<file path="src/rtl/if_fetch_unit.sv">
// Instruction-fetch stage: owns the PC, fetches over a req/ack memory port,
// feeds the IF/ID register, absorbs stalls in a one-entry hold buffer and
// drains an in-flight request after a branch redirect.
module if_fetch_unit #(
    parameter int unsigned     PC_W     = 12,
    parameter int unsigned     INSTR_W  = 19,
    parameter logic [PC_W-1:0] RESET_PC = '0
) (
    input  logic               clk,
    input  logic               reset,
    input  logic               stall,
    input  logic               branch_taken,
    input  logic [PC_W-1:0]    branch_target,
    output logic               imem_req,
    output logic [PC_W-1:0]    imem_addr,
    input  logic               imem_ack,
    input  logic [INSTR_W-1:0] imem_rdata,
    output logic [INSTR_W-1:0] instruction,
    output logic [PC_W-1:0]    pc,
    output logic               loadbar,
    output logic               flush
);

    localparam logic [1:0] ST_START = 2'd0;
    localparam logic [1:0] ST_FETCH = 2'd1;
    localparam logic [1:0] ST_HOLD  = 2'd2;
    localparam logic [1:0] ST_DRAIN = 2'd3;

    logic [1:0]         state;
    logic [1:0]         state_nxt;
    logic [PC_W-1:0]    pc_reg;
    logic [PC_W-1:0]    pc_nxt;
    logic [PC_W-1:0]    pc_inc;
    logic [PC_W-1:0]    drain_addr;
    logic [PC_W-1:0]    drain_nxt;
    logic [PC_W-1:0]    hold_pc;
    logic [PC_W-1:0]    hold_pc_nxt;
    logic [INSTR_W-1:0] hold_instr;
    logic [INSTR_W-1:0] hold_instr_nxt;
    logic [PC_W-1:0]    last_pc;
    logic [INSTR_W-1:0] last_instr;

    // Sequential PC increment, wraps modulo 2^PC_W.
    assign pc_inc = pc_reg + PC_W'(1);

    // State, PC, drain address, hold buffer and last-presented IF/ID values.
    always_ff @(posedge clk or negedge reset) begin
        if (!reset) begin
            state      <= ST_START;
            pc_reg     <= RESET_PC;
            drain_addr <= RESET_PC;
            hold_pc    <= '0;
            hold_instr <= '0;
            last_pc    <= '0;
            last_instr <= '0;
        end else begin
            state      <= state_nxt;
            pc_reg     <= pc_nxt;
            drain_addr <= drain_nxt;
            hold_pc    <= hold_pc_nxt;
            hold_instr <= hold_instr_nxt;
            last_pc    <= pc;
            last_instr <= instruction;
        end
    end

    // Next-state logic and same-cycle memory / IF/ID controls.
    always_comb begin
        state_nxt      = state;
        pc_nxt         = pc_reg;
        drain_nxt      = drain_addr;
        hold_pc_nxt    = hold_pc;
        hold_instr_nxt = hold_instr;
        imem_req       = 1'b0;
        imem_addr      = pc_reg;
        loadbar        = 1'b1;
        flush          = branch_taken & reset;
        instruction    = last_instr;
        pc             = last_pc;

        case (state)
            ST_START: begin
                state_nxt = ST_FETCH;
                if (branch_taken) begin
                    pc_nxt = branch_target;
                end
            end

            ST_FETCH: begin
                imem_req = 1'b1;
                if (branch_taken) begin
                    pc_nxt = branch_target;
                    if (!imem_ack) begin
                        // Outstanding request must complete at its original address.
                        drain_nxt = pc_reg;
                        state_nxt = ST_DRAIN;
                    end
                end else if (imem_ack) begin
                    pc_nxt = pc_inc;
                    if (stall) begin
                        hold_instr_nxt = imem_rdata;
                        hold_pc_nxt    = pc_inc;
                        state_nxt      = ST_HOLD;
                    end else begin
                        loadbar     = 1'b0;
                        instruction = imem_rdata;
                        pc          = pc_inc;
                    end
                end
            end

            ST_HOLD: begin
                instruction = hold_instr;
                pc          = hold_pc;
                if (branch_taken) begin
                    pc_nxt    = branch_target;
                    state_nxt = ST_FETCH;
                end else if (!stall) begin
                    loadbar   = 1'b0;
                    state_nxt = ST_FETCH;
                end
            end

            ST_DRAIN: begin
                imem_req  = 1'b1;
                imem_addr = drain_addr;
                if (branch_taken) begin
                    pc_nxt = branch_target;
                end
                if (imem_ack) begin
                    state_nxt = ST_FETCH;
                end
            end

            default: begin
                state_nxt = ST_START;
            end
        endcase
    end

endmodule

</file>
<file path="config.mk">
export PLATFORM = sky130hd
export DESIGN_NAME = if_fetch_unit
export DESIGN_NICKNAME = d
export VERILOG_FILES = /design/src/rtl/if_fetch_unit.sv
export SDC_FILE = /design/constraint.sdc
export NUM_CORES = 1
export LEC_CHECK = 0
export ABC_CLOCK_PERIOD_IN_PS = 2500
export CORE_AREA = 2 2 109 111
export DETAILED_ROUTE_END_ITERATION = 10
export DIE_AREA = 0 0 111 113
export SYNTH_ARGS = -nofsm -noshare
export SYNTH_HDL_FRONTEND = slang
export SYNTH_SLANG_ARGS = --single-unit
</file>
<file path="constraint.sdc">
create_clock -name clk -period 2.5 [get_ports clk]
set_input_delay 0.375 -clock clk [delete_from_list [all_inputs] [get_ports clk]]
set_output_delay 0.375 -clock clk [all_outputs]
set_load 0.1 [all_outputs]
</file>
# After elaboration in Yosys (flattened, before gate mapping)
# Index checks and enable logic that the tools add are counted.
dict set report word_totals {
  elab_cells 54
  latchBits 0
  rom_bits 0
  ff_bits 88
  output_inout_bits 46
  memories 0
  input_bits 36
  mem_bits_rw 0
}
dict set report op_classes {
  multipliers 0
  n_bitwise 3
  shifts 0
  n_reduce_logical 7
  add_sub_neg 1
  n_lt_le_gt_ge 0
  n_mux 27
  div 0
  eq_ne 9
}
# op count
set op_table {}
lappend op_table {{12-bit 2-to-1 mux} 7}
lappend op_table {{19-bit 2-to-1 mux} 3}
lappend op_table {{12-bit one-hot mux with 2 select lines} 2}
lappend op_table {{19-bit one-hot mux with 2 select lines} 1}
lappend op_table {{2-bit 2-to-1 mux} 7}
lappend op_table {{12-bit by 1-bit adder with 12-bit output (second input constant)} 1}
lappend op_table {{3-bit inequality test (second input constant)} 4}
lappend op_table {{2-bit one-hot mux with 4 select lines} 1}
lappend op_table {{1-bit 2-to-1 mux} 5}
lappend op_table {{5-bit AND reduction} 1}
lappend op_table {{2-bit equality test (second input constant)} 2}
lappend op_table {{4-bit AND reduction} 1}
lappend op_table {{3-bit AND reduction} 1}
lappend op_table {{3-bit OR reduction} 1}
lappend op_table {{2-bit by 1-bit equality test with 1-bit output (second input constant)} 1}
lappend op_table {{2-bit zero test} 1}
lappend op_table {{2-bit by 1-bit inequality test with 1-bit output (second input constant)} 1}
lappend op_table {{2-bit inequality test (second input constant)} 1}
lappend op_table {{1-bit inverter} 2}
lappend op_table {{1-bit one-hot mux with 2 select lines} 1}
lappend op_table {{2-bit AND reduction} 1}
lappend op_table {{2-bit OR reduction} 1}
lappend op_table {{1-bit AND} 1}

# Longest topological paths before layout
dict set report logic_depth {
  depth_word 5
  depth_mapped 8
  depth_no_buf 6
}

# Worst setup path before layout
# OpenSTA, ideal clock, no wires.
dict set report synth_path {
  kind {register -> output}
  startpoint {register state[0]}
  endpoint {output port instruction[0]}
  n_path_buf 2
  path_stages_with_launch 7
  path_slack_ps -1240
  required_ps 2125
  arrival_ps 3365
  path_cell_list {dfrtp_1 > inv_1 > ha_1 > clkbuf_1 > clkbuf_1 > a22oi_1 > o21ai_0}
}
dict set report synth_via {
  elab_chain_len 2
  word_cells_on_any_way 3
  classes_between {2 x eq/ne; 1 x mux}
}
# item line
set synth_lines {}
lappend synth_lines {{start, declared} 29} ;# logic [1:0] state;
lappend synth_lines {{start signal, assigned} 57} ;# state <= state_nxt;
lappend synth_lines {{2-bit equality test / 2-bit by 1-bit equality test with 1-bit output (equally long branches)} 81} ;# case (state)
lappend synth_lines {{19-bit one-hot mux with 2 select lines *} 81}
lappend synth_lines {{end, declared} 18} ;# output logic [INSTR_W-1:0] instruction,
# Mark *: on every way between the ends. The rest lies on a longest branch, timed or not.

# Worst setup path in the final report
dict set report layout_path {
  startpoint {input port imem_ack}
  endpoint {output port pc[3]}
}
dict set report layout_via {
  elab_chain_len 3
}
# item line
set layout_lines {}
lappend layout_lines {{start, declared} 16} ;# input logic imem_ack,
lappend layout_lines {{12-bit 2-to-1 mux} 98} ;# end else if (imem_ack) begin
lappend layout_lines {{12-bit 2-to-1 mux} 91} ;# if (branch_taken) begin
lappend layout_lines {{12-bit one-hot mux with 2 select lines} 81}
lappend layout_lines {{end, declared} 19} ;# output logic [PC_W-1:0] pc,
# Every way passes these cells.

==> flow_summary.toml <==
[run_status]
status = "finished, final reports clean"

[synth]
synthAdderAreaFrac_pct = 1.22
netlist-cell-type-count = 32
syn-cell-area_um2 = 4110
yosys_warnings = 0
yosys.area.top_type = "dfrtp_1"
netlist.area_leader.share_pct = 53.6
synth_edf_count = 0
syn-num-nets = 422
synth-simple-area-share_pct = 10.7
yosysSeqAreaShare_pct = 53.6
synthMuxAreaShare_pct = 12.5
synthTopCellsByArea = "dfrtp_1 (54%), mux2_2 (12%), o21ai_0 (6.7%), a22oi_1 (5.1%), nand2_1 (5.0%)"
synth-xor-area-share_pct = 4.48
ys_async_sr_fraction_pct = 100
synth_compound_area_share_pct = 13.4
synth_top_family_by_area = "compound AO/OA/AOI/OAI gates"
syn_avg_cell_area_um2 = 10.7
yosys_most_used_dff = "dfrtp_1"
ys_ff_latch = 88
syn_inst = 382

[layout]
layout_common_cells = "dfrtp_1 (86), nand2_1 (53), buf_12 (47), mux2_2 (43), clkdlybuf4s50_1 (33)"
fillers = 939
seq_area_um2 = 2200
largest_registers = "hold_instr: 19 flops, last_instr: 19 flops"
area_growth_pct = 52.0
multi_input_area_um2 = 1960
final_common_cell = "dfrtp_1"
antenna_cells = 0
stdcell_count = 626
nNetsFinal = 518
drive_gt1_share_pct = 39.1

[routing]
drtAntennaViolNets = 0
drtPass1Iterations = 5
post_drt_wl_per_cell_um = 16.2
viasPerCell = 5.09
drc = 0
drtIter0Drc = 149
wl_um = 10100
vias = 3188

[clock_tree]
root_buffer = "clkbuf_16"
cts_tree = "yes"
cts_buffers = 9
worstSkewPairLatency_ns = 0.33
cts_buffer_depth = 2
clkTransAtPathRegs_ns = 0.06
clock_sinks = 88
cts_max_level = 3

[die]
num_io_pins = 82
rows = 39
die-area_um2 = 12500
start_util_pct = 36.4
design.core.area_um2 = 11300
fp.dieW_um = 111
die_h_um = 113

[placement]
hpwl_um = 7190
io_buffers = 81
pre_cts_ws_ns = -0.157
place_congestion = 0.752
placedCellCount = 599

[timing]
max-slew-margin-rel_pct = 68.4
skew_ns = 0.00350
hold_viol = 0
rsz0062_at_grt = "true"
setup_violations = 0
drv_slew = 0
worst_slack_ns = 0.0448
clock.fmax_ghz = 0.407
worst_pin_slew_ns = 0.474
period_share_pct = 98.2
finalCriticalPeriod_ns = 2.46

[worst_hold_path]
hp-class = "reg2reg"
worstHoldPathCells = 2

[global_route]
antenna_found_initial = 0
grt_start_max_net_pins = 38
grtUsageTotal_pct = 16.8
overflow = 0
first_global_vias = 3285
grt_pass1_wl_um = 16800

[run]
cap_violations = 0

[setup_path]
cp.required_ns = 2.12
path_class = "in2out"
reg2reg_depth = 7
end_kind = "output pin"
cp_max_fo = 9
crit_path_start_kind = "input port"
worst_ep_arrival_time_ns = 2.08
kinds of logic (layout without fill, tap and decap cells):
logic type / after synthesis / count (layout)
xor+xnor: 21 / 21
mux: 46 / 46
fa+ha+maj: 4 / 4
simple gates: 96 / 96
flops: 88 / 88
compound gates: 91 / 91
buf+inv: 36 / 137
critical path: stages:
cell,delay (ns)
clkdlybuf4s50_1,0.47
or3b_4,0.40
a21o_4,0.26
a221o_1,0.38
buf_12,0.19
cell usage after synthesis, drive strengths merged, types with 3 or more instances:
| cell type | instances |
|---|---|
| a221o | 3 |
| a22oi | 28 |
| buf | 15 |
| clkbuf | 15 |
| dfrtp | 88 |
| ha | 4 |
| inv | 6 |
| mux2 | 43 |
| mux2i | 3 |
| nand2 | 55 |
| nand3 | 6 |
| nand4 | 3 |
| nor2 | 8 |
| nor2b | 6 |
| nor3 | 8 |
| nor4 | 3 |
| o21ai | 55 |
| xnor2 | 16 |
| xor2 | 5 |
path summary, 6_finish.rpt:
check	start	end	slack (ns)
max	imem_ack	pc[3]	0.04
min reg2reg	hold_pc[6]$_DFFE_PN0P_	hold_pc[6]$_DFFE_PN0P_	0.49
max in group asynchronous	reset	drain_addr[4]$_DFFE_PN0P_	1.16
min	hold_pc[6]$_DFFE_PN0P_	hold_pc[6]$_DFFE_PN0P_	0.49
min in group asynchronous	reset	drain_addr[5]$_DFFE_PN0P_	0.52
max reg2reg	state[1]$_DFFE_PN0P_	pc_reg[11]$_DFFE_PN0P_	0.63
repair_timing:
action                                  in CTS  in global routing
gates resized for setup                     13                 23
hold buffers                                 1                  0
endpoints found under the setup margin      31                 30
endpoints found under the hold margin       27                  0
pin swaps                                    3                  9
gates cloned                                 0                  1
buffers inserted                             1                  8
metal layers:
layer	wire length [um]	global-route usage (%)	up-vias	part of all wire (%)
li1	-	-	1540	-
met3	287	2.84	11	2.8
met2	5150	27.2	52	51
met1	4540	23.1	1585	45
met4	141	5.75	0	1.4
met5	0	0	-	0
metrics by stage:
stage	setup TNS, ns	cell area, um2	hold WS [ns]	utilization (%)
global route	-0.0276	6240	0.510	55.3
floorplan	-4.10	4240	0.0794	-
CTS	0	6080	0.485	53.9
global placement	-1.95	5710	0.338	50.6
finish	0	6240	0.485	55.3
detailed placement	-2.32	5710	0.340	50.6
layout make-up:
type	count	area share, %
clock buffers	10	3.67
multi-input cells	258	31.5
well taps	143	2.87
inverters	6	0.361
repair buffers	115	24.9
flip-flops and latches	88	35.3
clock inverters	6	1.34
Power is left out: the tool's default activity adds up to more than one toggle a clock period on the data nets, which glitch-free logic cannot reach.
